## config.mk

```make
export PLATFORM = sky130hd
export DESIGN_NAME = dec_stage
export DESIGN_NICKNAME = d
export VERILOG_FILES = /design/src/rtl/dec_stage.sv
export SDC_FILE = /design/constraint.sdc
export NUM_CORES = 1
export LEC_CHECK = 0
export BUFFER_PORTS_ARGS = -buffer_cell sky130_fd_sc_hd__clkbuf_2
export CORE_ASPECT_RATIO = 1.75
export CORE_MARGIN = 1
export CORE_UTILIZATION = 45
export CTS_BUF_LIST = sky130_fd_sc_hd__clkbuf_8
export CTS_CLUSTER_DIAMETER = 50
export DETAILED_ROUTE_END_ITERATION = 10
export PLACE_DENSITY = 0.67
export SYNTH_ARGS = -nofsm -noshare
export SYNTH_HDL_FRONTEND = slang
export SYNTH_SLANG_ARGS = --single-unit
```

## constraint.sdc

```tcl
create_clock -name clk -period 5 [get_ports clk]
set_input_delay 1 -clock clk [delete_from_list [all_inputs] [get_ports clk]]
set_output_delay 1 -clock clk [all_outputs]
set_load 0.1 [all_outputs]
```

## src/rtl/dec_stage.sv

```systemverilog
// Registered RISC-V decode stage: classifies, range-checks and extracts
// immediates, with a main output register backed by one skid entry.
module dec_stage #(
    parameter int XLEN = 32,
    parameter bit EN_M = 1'b0
) (
    input  logic            clk,
    input  logic            rst_n,
    input  logic            flush,
    input  logic            in_valid,
    output logic            in_ready,
    input  logic [31:0]     in_instr,
    input  logic [XLEN-1:0] in_pc,
    output logic            out_valid,
    input  logic            out_ready,
    output logic [XLEN-1:0] out_pc,
    output logic [4:0]      out_rs1,
    output logic [4:0]      out_rs2,
    output logic [4:0]      out_rd,
    output logic [2:0]      out_funct3,
    output logic [6:0]      out_funct7,
    output logic [12:0]     out_cls,
    output logic [XLEN-1:0] out_imm,
    output logic            out_muldiv,
    output logic            out_illegal
);

    generate
        if (XLEN != 32 && XLEN != 64) begin : g_bad_xlen
            $error("dec_stage: XLEN must be 32 or 64");
        end
    endgenerate

    localparam bit IS_RV64 = (XLEN == 64);

    localparam logic [4:0] OPC_LOAD     = 5'b00000;
    localparam logic [4:0] OPC_STORE    = 5'b01000;
    localparam logic [4:0] OPC_BRANCH   = 5'b11000;
    localparam logic [4:0] OPC_JALR     = 5'b11001;
    localparam logic [4:0] OPC_JAL      = 5'b11011;
    localparam logic [4:0] OPC_LUI      = 5'b01101;
    localparam logic [4:0] OPC_AUIPC    = 5'b00101;
    localparam logic [4:0] OPC_OP_IMM   = 5'b00100;
    localparam logic [4:0] OPC_OP       = 5'b01100;
    localparam logic [4:0] OPC_SYSTEM   = 5'b11100;
    localparam logic [4:0] OPC_MISC_MEM = 5'b00011;
    localparam logic [4:0] OPC_OP_IMM32 = 5'b00110;
    localparam logic [4:0] OPC_OP32     = 5'b01110;

    // Bit positions inside the one-hot class vector.
    localparam int CLS_LOAD     = 0;
    localparam int CLS_STORE    = 1;
    localparam int CLS_BRANCH   = 2;
    localparam int CLS_JALR     = 3;
    localparam int CLS_JAL      = 4;
    localparam int CLS_LUI      = 5;
    localparam int CLS_AUIPC    = 6;
    localparam int CLS_OP_IMM   = 7;
    localparam int CLS_OP       = 8;
    localparam int CLS_SYSTEM   = 9;
    localparam int CLS_MISC_MEM = 10;
    localparam int CLS_OP_IMM32 = 11;
    localparam int CLS_OP32     = 12;

    localparam logic [6:0] F7_ZERO = 7'b0000000;
    localparam logic [6:0] F7_ALT  = 7'b0100000;
    localparam logic [6:0] F7_MUL  = 7'b0000001;

    typedef struct packed {
        logic [XLEN-1:0] pc;
        logic [4:0]      rs1;
        logic [4:0]      rs2;
        logic [4:0]      rd;
        logic [2:0]      funct3;
        logic [6:0]      funct7;
        logic [12:0]     cls;
        logic [XLEN-1:0] imm;
        logic            muldiv;
        logic            illegal;
    } entry_t;

    logic [4:0]  opc;
    logic [2:0]  f3;
    logic [6:0]  f7;
    logic [31:0] imm_i;
    logic [31:0] imm_s;
    logic [31:0] imm_b;
    logic [31:0] imm_u;
    logic [31:0] imm_j;
    logic        shamt_hi_zero;
    logic        shamt_hi_sra;

    assign opc = in_instr[6:2];
    assign f3  = in_instr[14:12];
    assign f7  = in_instr[31:25];

    assign imm_i = {{20{in_instr[31]}}, in_instr[31:20]};
    assign imm_s = {{20{in_instr[31]}}, in_instr[31:25], in_instr[11:7]};
    assign imm_b = {{20{in_instr[31]}}, in_instr[7], in_instr[30:25], in_instr[11:8], 1'b0};
    assign imm_u = {in_instr[31:12], 12'b0};
    assign imm_j = {{12{in_instr[31]}}, in_instr[19:12], in_instr[20], in_instr[30:21], 1'b0};

    // RV64 shifts have a 6-bit shamt, so only instr[31:26] is the function field.
    assign shamt_hi_zero = IS_RV64 ? (in_instr[31:26] == 6'b000000) : (f7 == F7_ZERO);
    assign shamt_hi_sra  = IS_RV64 ? (in_instr[31:26] == 6'b010000) : (f7 == F7_ALT);

    logic [12:0] dec_cls;
    logic [31:0] dec_imm32;
    logic        dec_illegal;
    logic        dec_muldiv;

    always_comb begin
        dec_cls     = '0;
        dec_imm32   = '0;
        dec_illegal = 1'b0;
        dec_muldiv  = 1'b0;
        if (in_instr[1:0] != 2'b11) begin
            dec_illegal = 1'b1;
        end else begin
            case (opc)
                OPC_LOAD: begin
                    dec_cls[CLS_LOAD] = 1'b1;
                    dec_imm32 = imm_i;
                    if (f3 == 3'b111 || (!IS_RV64 && (f3 == 3'b011 || f3 == 3'b110)))
                        dec_illegal = 1'b1;
                end
                OPC_STORE: begin
                    dec_cls[CLS_STORE] = 1'b1;
                    dec_imm32 = imm_s;
                    if (f3[2] || (!IS_RV64 && f3 == 3'b011))
                        dec_illegal = 1'b1;
                end
                OPC_BRANCH: begin
                    dec_cls[CLS_BRANCH] = 1'b1;
                    dec_imm32 = imm_b;
                    if (f3 == 3'b010 || f3 == 3'b011)
                        dec_illegal = 1'b1;
                end
                OPC_JALR: begin
                    dec_cls[CLS_JALR] = 1'b1;
                    dec_imm32 = imm_i;
                    if (f3 != 3'b000)
                        dec_illegal = 1'b1;
                end
                OPC_JAL: begin
                    dec_cls[CLS_JAL] = 1'b1;
                    dec_imm32 = imm_j;
                end
                OPC_LUI: begin
                    dec_cls[CLS_LUI] = 1'b1;
                    dec_imm32 = imm_u;
                end
                OPC_AUIPC: begin
                    dec_cls[CLS_AUIPC] = 1'b1;
                    dec_imm32 = imm_u;
                end
                OPC_OP_IMM: begin
                    dec_cls[CLS_OP_IMM] = 1'b1;
                    dec_imm32 = imm_i;
                    if (f3 == 3'b001 && !shamt_hi_zero)
                        dec_illegal = 1'b1;
                    if (f3 == 3'b101 && !(shamt_hi_zero || shamt_hi_sra))
                        dec_illegal = 1'b1;
                end
                OPC_OP: begin
                    // R-type carries no immediate; out_imm stays zero.
                    dec_cls[CLS_OP] = 1'b1;
                    if (f7 == F7_ZERO) begin
                        dec_illegal = 1'b0;
                    end else if (f7 == F7_ALT) begin
                        if (f3 != 3'b000 && f3 != 3'b101)
                            dec_illegal = 1'b1;
                    end else if (f7 == F7_MUL && EN_M) begin
                        dec_muldiv = 1'b1;
                    end else begin
                        dec_illegal = 1'b1;
                    end
                end
                OPC_SYSTEM: begin
                    dec_cls[CLS_SYSTEM] = 1'b1;
                    dec_imm32 = imm_i;
                end
                OPC_MISC_MEM: begin
                    dec_cls[CLS_MISC_MEM] = 1'b1;
                    dec_imm32 = imm_i;
                end
                OPC_OP_IMM32: begin
                    dec_cls[CLS_OP_IMM32] = 1'b1;
                    dec_imm32 = imm_i;
                    if (!IS_RV64)
                        dec_illegal = 1'b1;
                    else if (f3 == 3'b001)
                        dec_illegal = (f7 != F7_ZERO);
                    else if (f3 == 3'b101)
                        dec_illegal = !(f7 == F7_ZERO || f7 == F7_ALT);
                    else if (f3 != 3'b000)
                        dec_illegal = 1'b1;
                end
                OPC_OP32: begin
                    dec_cls[CLS_OP32] = 1'b1;
                    if (!IS_RV64) begin
                        dec_illegal = 1'b1;
                    end else if (f7 == F7_ZERO) begin
                        dec_illegal = !(f3 == 3'b000 || f3 == 3'b001 || f3 == 3'b101);
                    end else if (f7 == F7_ALT) begin
                        dec_illegal = !(f3 == 3'b000 || f3 == 3'b101);
                    end else if (f7 == F7_MUL && EN_M) begin
                        // MULW/DIVW/DIVUW/REMW/REMUW only.
                        dec_muldiv  = 1'b1;
                        dec_illegal = !(f3 == 3'b000 || f3[2]);
                    end else begin
                        dec_illegal = 1'b1;
                    end
                end
                default: dec_illegal = 1'b1;
            endcase
        end
        if (dec_illegal) begin
            dec_cls    = '0;
            dec_imm32  = '0;
            dec_muldiv = 1'b0;
        end
    end

    entry_t dec_entry;

    always_comb begin
        dec_entry         = '0;
        dec_entry.pc      = in_pc;
        dec_entry.rs1     = in_instr[19:15];
        dec_entry.rs2     = in_instr[24:20];
        dec_entry.rd      = in_instr[11:7];
        dec_entry.funct3  = f3;
        dec_entry.funct7  = f7;
        dec_entry.cls     = dec_cls;
        dec_entry.imm     = {{(XLEN-31){dec_imm32[31]}}, dec_imm32[30:0]};
        dec_entry.muldiv  = dec_muldiv;
        dec_entry.illegal = dec_illegal;
    end

    entry_t main_q, main_d;
    entry_t skid_q, skid_d;
    logic   main_valid_q, main_valid_d;
    logic   skid_valid_q, skid_valid_d;
    logic   accept;
    logic   fire;

    assign in_ready = !skid_valid_q;
    assign accept   = in_valid && in_ready;
    assign fire     = main_valid_q && out_ready;

    always_comb begin
        main_d       = main_q;
        skid_d       = skid_q;
        main_valid_d = main_valid_q;
        skid_valid_d = skid_valid_q;
        if (flush) begin
            main_valid_d = 1'b0;
            skid_valid_d = 1'b0;
        end else if (!main_valid_q || fire) begin
            // Skid is older than anything on the input, so it drains first.
            if (skid_valid_q) begin
                main_d       = skid_q;
                main_valid_d = 1'b1;
                skid_valid_d = accept;
                if (accept)
                    skid_d = dec_entry;
            end else begin
                main_valid_d = accept;
                if (accept)
                    main_d = dec_entry;
            end
        end else if (accept) begin
            skid_d       = dec_entry;
            skid_valid_d = 1'b1;
        end
    end

    always_ff @(posedge clk) begin
        if (!rst_n) begin
            main_q       <= '0;
            skid_q       <= '0;
            main_valid_q <= 1'b0;
            skid_valid_q <= 1'b0;
        end else begin
            main_q       <= main_d;
            skid_q       <= skid_d;
            main_valid_q <= main_valid_d;
            skid_valid_q <= skid_valid_d;
        end
    end

    assign out_valid   = main_valid_q;
    assign out_pc      = main_q.pc;
    assign out_rs1     = main_q.rs1;
    assign out_rs2     = main_q.rs2;
    assign out_rd      = main_q.rd;
    assign out_funct3  = main_q.funct3;
    assign out_funct7  = main_q.funct7;
    assign out_cls     = main_q.cls;
    assign out_imm     = main_q.imm;
    assign out_muldiv  = main_q.muldiv;
    assign out_illegal = main_q.illegal;

endmodule

```

==> impl_metrics.env <==
export IMPL_drt_initial_drc_count=430
export IMPL_async_flop_share=0
export IMPL_diodes=0
export IMPL_grt_max_degree=90
export IMPL_finalHoldViolCount=0
export IMPL_htree_levels=1
export IMPL_synth_edf_count=0
export IMPL_core_um2=19110
export IMPL_ioPinCount=175
export IMPL_dpl_hpwl_um=16620
export IMPL_synth_cells=1021
export IMPL_cts_root_buffer="clkbuf_8"
export IMPL_setup_viol=0
export IMPL_ir_drop_mv=0.2532
export IMPL_period_share=0.6622
export IMPL_syn_area_um2=8755
export IMPL_cellPowerDensity_nw_per_um2=365.0
export IMPL_startpoint_type="register"
export IMPL_synth_top_area_cell="dfxtp_1"
export IMPL_grt_pass1_wl_um=39390
export IMPL_post_cts_setup_buffers=0
export IMPL_maxSlewHeadroom=0.3559
export IMPL_finalCriticalPeriod_ns=3.311
export IMPL_worst_pin_slew_ns=0.9661
export IMPL_rsz0062_at_grt="no"
export IMPL_drive_above_1_share=0.2415
export IMPL_synth_avg_cell_area_um2=8.575
export IMPL_dieArea_um2=20040
export IMPL_start_util=0.4580
export IMPL_drc=0
export IMPL_outcome="finished clean"
export IMPL_cts_buffers=31
export IMPL_vias_per_cell=5.511
export IMPL_grt_pass1_vias=7515
export IMPL_hp_class="reg2reg"
export IMPL_final_util=0.5428
export IMPL_hold_depth=2
export IMPL_wirelength_um=24860
export IMPL_cts_sinks=208
export IMPL_crit_required_ns=4.00
export IMPL_cts_resized=0
export IMPL_nets=1221
export IMPL_crit_type="reg2out"
export IMPL_drt_pre_antenna_iters=5
export IMPL_pre_cts_ws_ns=1.156
export IMPL_rows=67
export IMPL_synth_nets=1090
export IMPL_arrival_ns=2.31
export IMPL_synth_cell_type_count=63
export IMPL_cts_hold_fix_buffers=0
export IMPL_vias=7809
export IMPL_fin_setup_tns_ns=0
export IMPL_cts_tree="built"
export IMPL_max_cap_viol_count=0
export IMPL_gp_congestion=0.8857
export IMPL_yosys_warnings=0
export IMPL_finalPower_uw=3787
export IMPL_finClkSkew_ns=0.01263
export IMPL_die_w_um=107.4
export IMPL_antenna_found_initial=0
export IMPL_endpoint_kind="primary output"
export IMPL_grt_ovfl_total=0
export IMPL_p_leak_uw=0.004002
export IMPL_timing_final_ws_setup_ns=1.689
export IMPL_yosysSeqAreaShare=0.4756
export IMPL_track_usage=0.2475
export IMPL_clock_latency_ns=0.55
export IMPL_drtAntennaViolNets=0
export IMPL_fmaxAchievable_mhz=302.0
export IMPL_slew_violations=0
export IMPL_synth_top_cells_by_area="dfxtp_1 (48%), nand2_1 (8.1%), mux2i_1 (6.4%)"
export IMPL_synth_top_area_share=0.4756
export IMPL_hold_slack_ns=0.4486
export IMPL_reg2reg_depth=5
export IMPL_ctsLongestPathBuffers=3
export IMPL_area_delta_synth_final_pct=18.51
export IMPL_ys_ff_latch=208
export IMPL_synthFlopType="dfxtp_1"
export IMPL_port_buffers=173
export IMPL_worstPathMaxFanout=55
export IMPL_die_h_um=186.5
export IMPL_wire_per_inst_um=17.54
export IMPL_clkTransAtPathRegs_ns=0.06
state kept, by name, summed over array words and instances (netlist names):
name,flops
out_funct3,3
out_rs1,5
out_rs2,5
out_valid,1
skid_valid_q,1
out_rd,5
out_funct7,7
out_cls,13
out_imm,32
out_pc,32
out_illegal,1
skid_q,103
routing by layer:
layer  wire, um  part of all wire  track usage
met5          0                 0            0
met2      12520              0.50       0.4370
met1       9637              0.39       0.2808
met4       1293             0.052       0.1317
met3       1409             0.057      0.03877
layout by cell type (no fill, tap or decap), types with 3 or more instances in the layout:
cell type and n:
dfxtp_1 207, nand2_1 188, clkbuf_2 173, a21oi_1 96
nor2_1 78, mux2i_1 56, a211oi_1 56, o21ai_0 50
clkbuf_8 43, nand3_1 20, a22o_1 18, and3_1 15
inv_1 14, buf_4 14, a31o_2 13, nand2b_1 13
a22o_2 13, a31oi_1 10, o32ai_1 9, nor3_1 8
a22oi_1 7, nor2b_1 6, a41oi_1 6, clkinv_2 4
nor3b_1 3, and2_1 3, and3_2 3, nand4_1 3
critical path, stage by stage (launching register included):
cell,delay [ns]
dfxtp_4,0.87
clkinv_1,0.15
buf_4,0.27
clkbuf_2,0.41
through the flow:
step | std cells | cell area (um^2)
global route | 1417 | 10380
detailed placement | 1360 | 9668
finish | 1417 | 10380
CTS | 1417 | 10380
global placement | 1360 | 9668
floorplan | 1021 | 8755
worst paths after layout:
check | from | end | slack, ns
worst max-delay path | skid_valid_q$_SDFFE_PP0P_ | in_ready | 1.69
worst min-delay path | out_imm[8]$_SDFFE_PN0P_ | out_imm[8]$_SDFFE_PN0P_ | 0.45
worst max register to register | skid_valid_q$_SDFFE_PP0P_ | skid_q[11]$_SDFFE_PN0P_ | 2.19
worst min register to register | out_imm[8]$_SDFFE_PN0P_ | out_imm[8]$_SDFFE_PN0P_ | 0.45
cell usage after synthesis (13+ instances only):
cell type  number
a211oi_1       56
a21oi_1        96
a22o_1         18
a22o_2         13
a31o_2         13
and3_1         16
clkbuf_1       70
dfxtp_1       208
mux2i_1        56
nand2_1       188
nand2b_1       13
nand3_1        21
nor2_1         79
o21ai_0        50
power breakdown:
group	leakage [uW]	total (uW)	internal (uW)	switching [uW]
clock network	0.000395	1530	868	662
logic	0.00192	541	104	437
registers	0.00169	1720	1700	21.6
kinds of logic (layout without fill, tap and decap cells):
group | after synthesis | after routing | synth area share
compound gates | 294 | 294 | 0.2252
xor+xnor | 2 | 2 | 0.002001
buf+inv | 98 | 253 | 0.04716
flops | 208 | 208 | 0.4756
mux | 57 | 57 | 0.06531
other cells | 1 | 1 | 0.0004283
simple gates | 361 | 361 | 0.1842
cell type report:
class / instances / area, um^2
multi-input combinational: 715 / 4192
fill: 1869 / 8738
tap: 241 / 301.5
inverter: 9 / 36.28
timing repair buffer: 187 / 970.9
sequential: 208 / 4168
clock inverter: 14 / 115.1
clock buffer: 43 / 591.8
(Power assumes the default switching activity.)
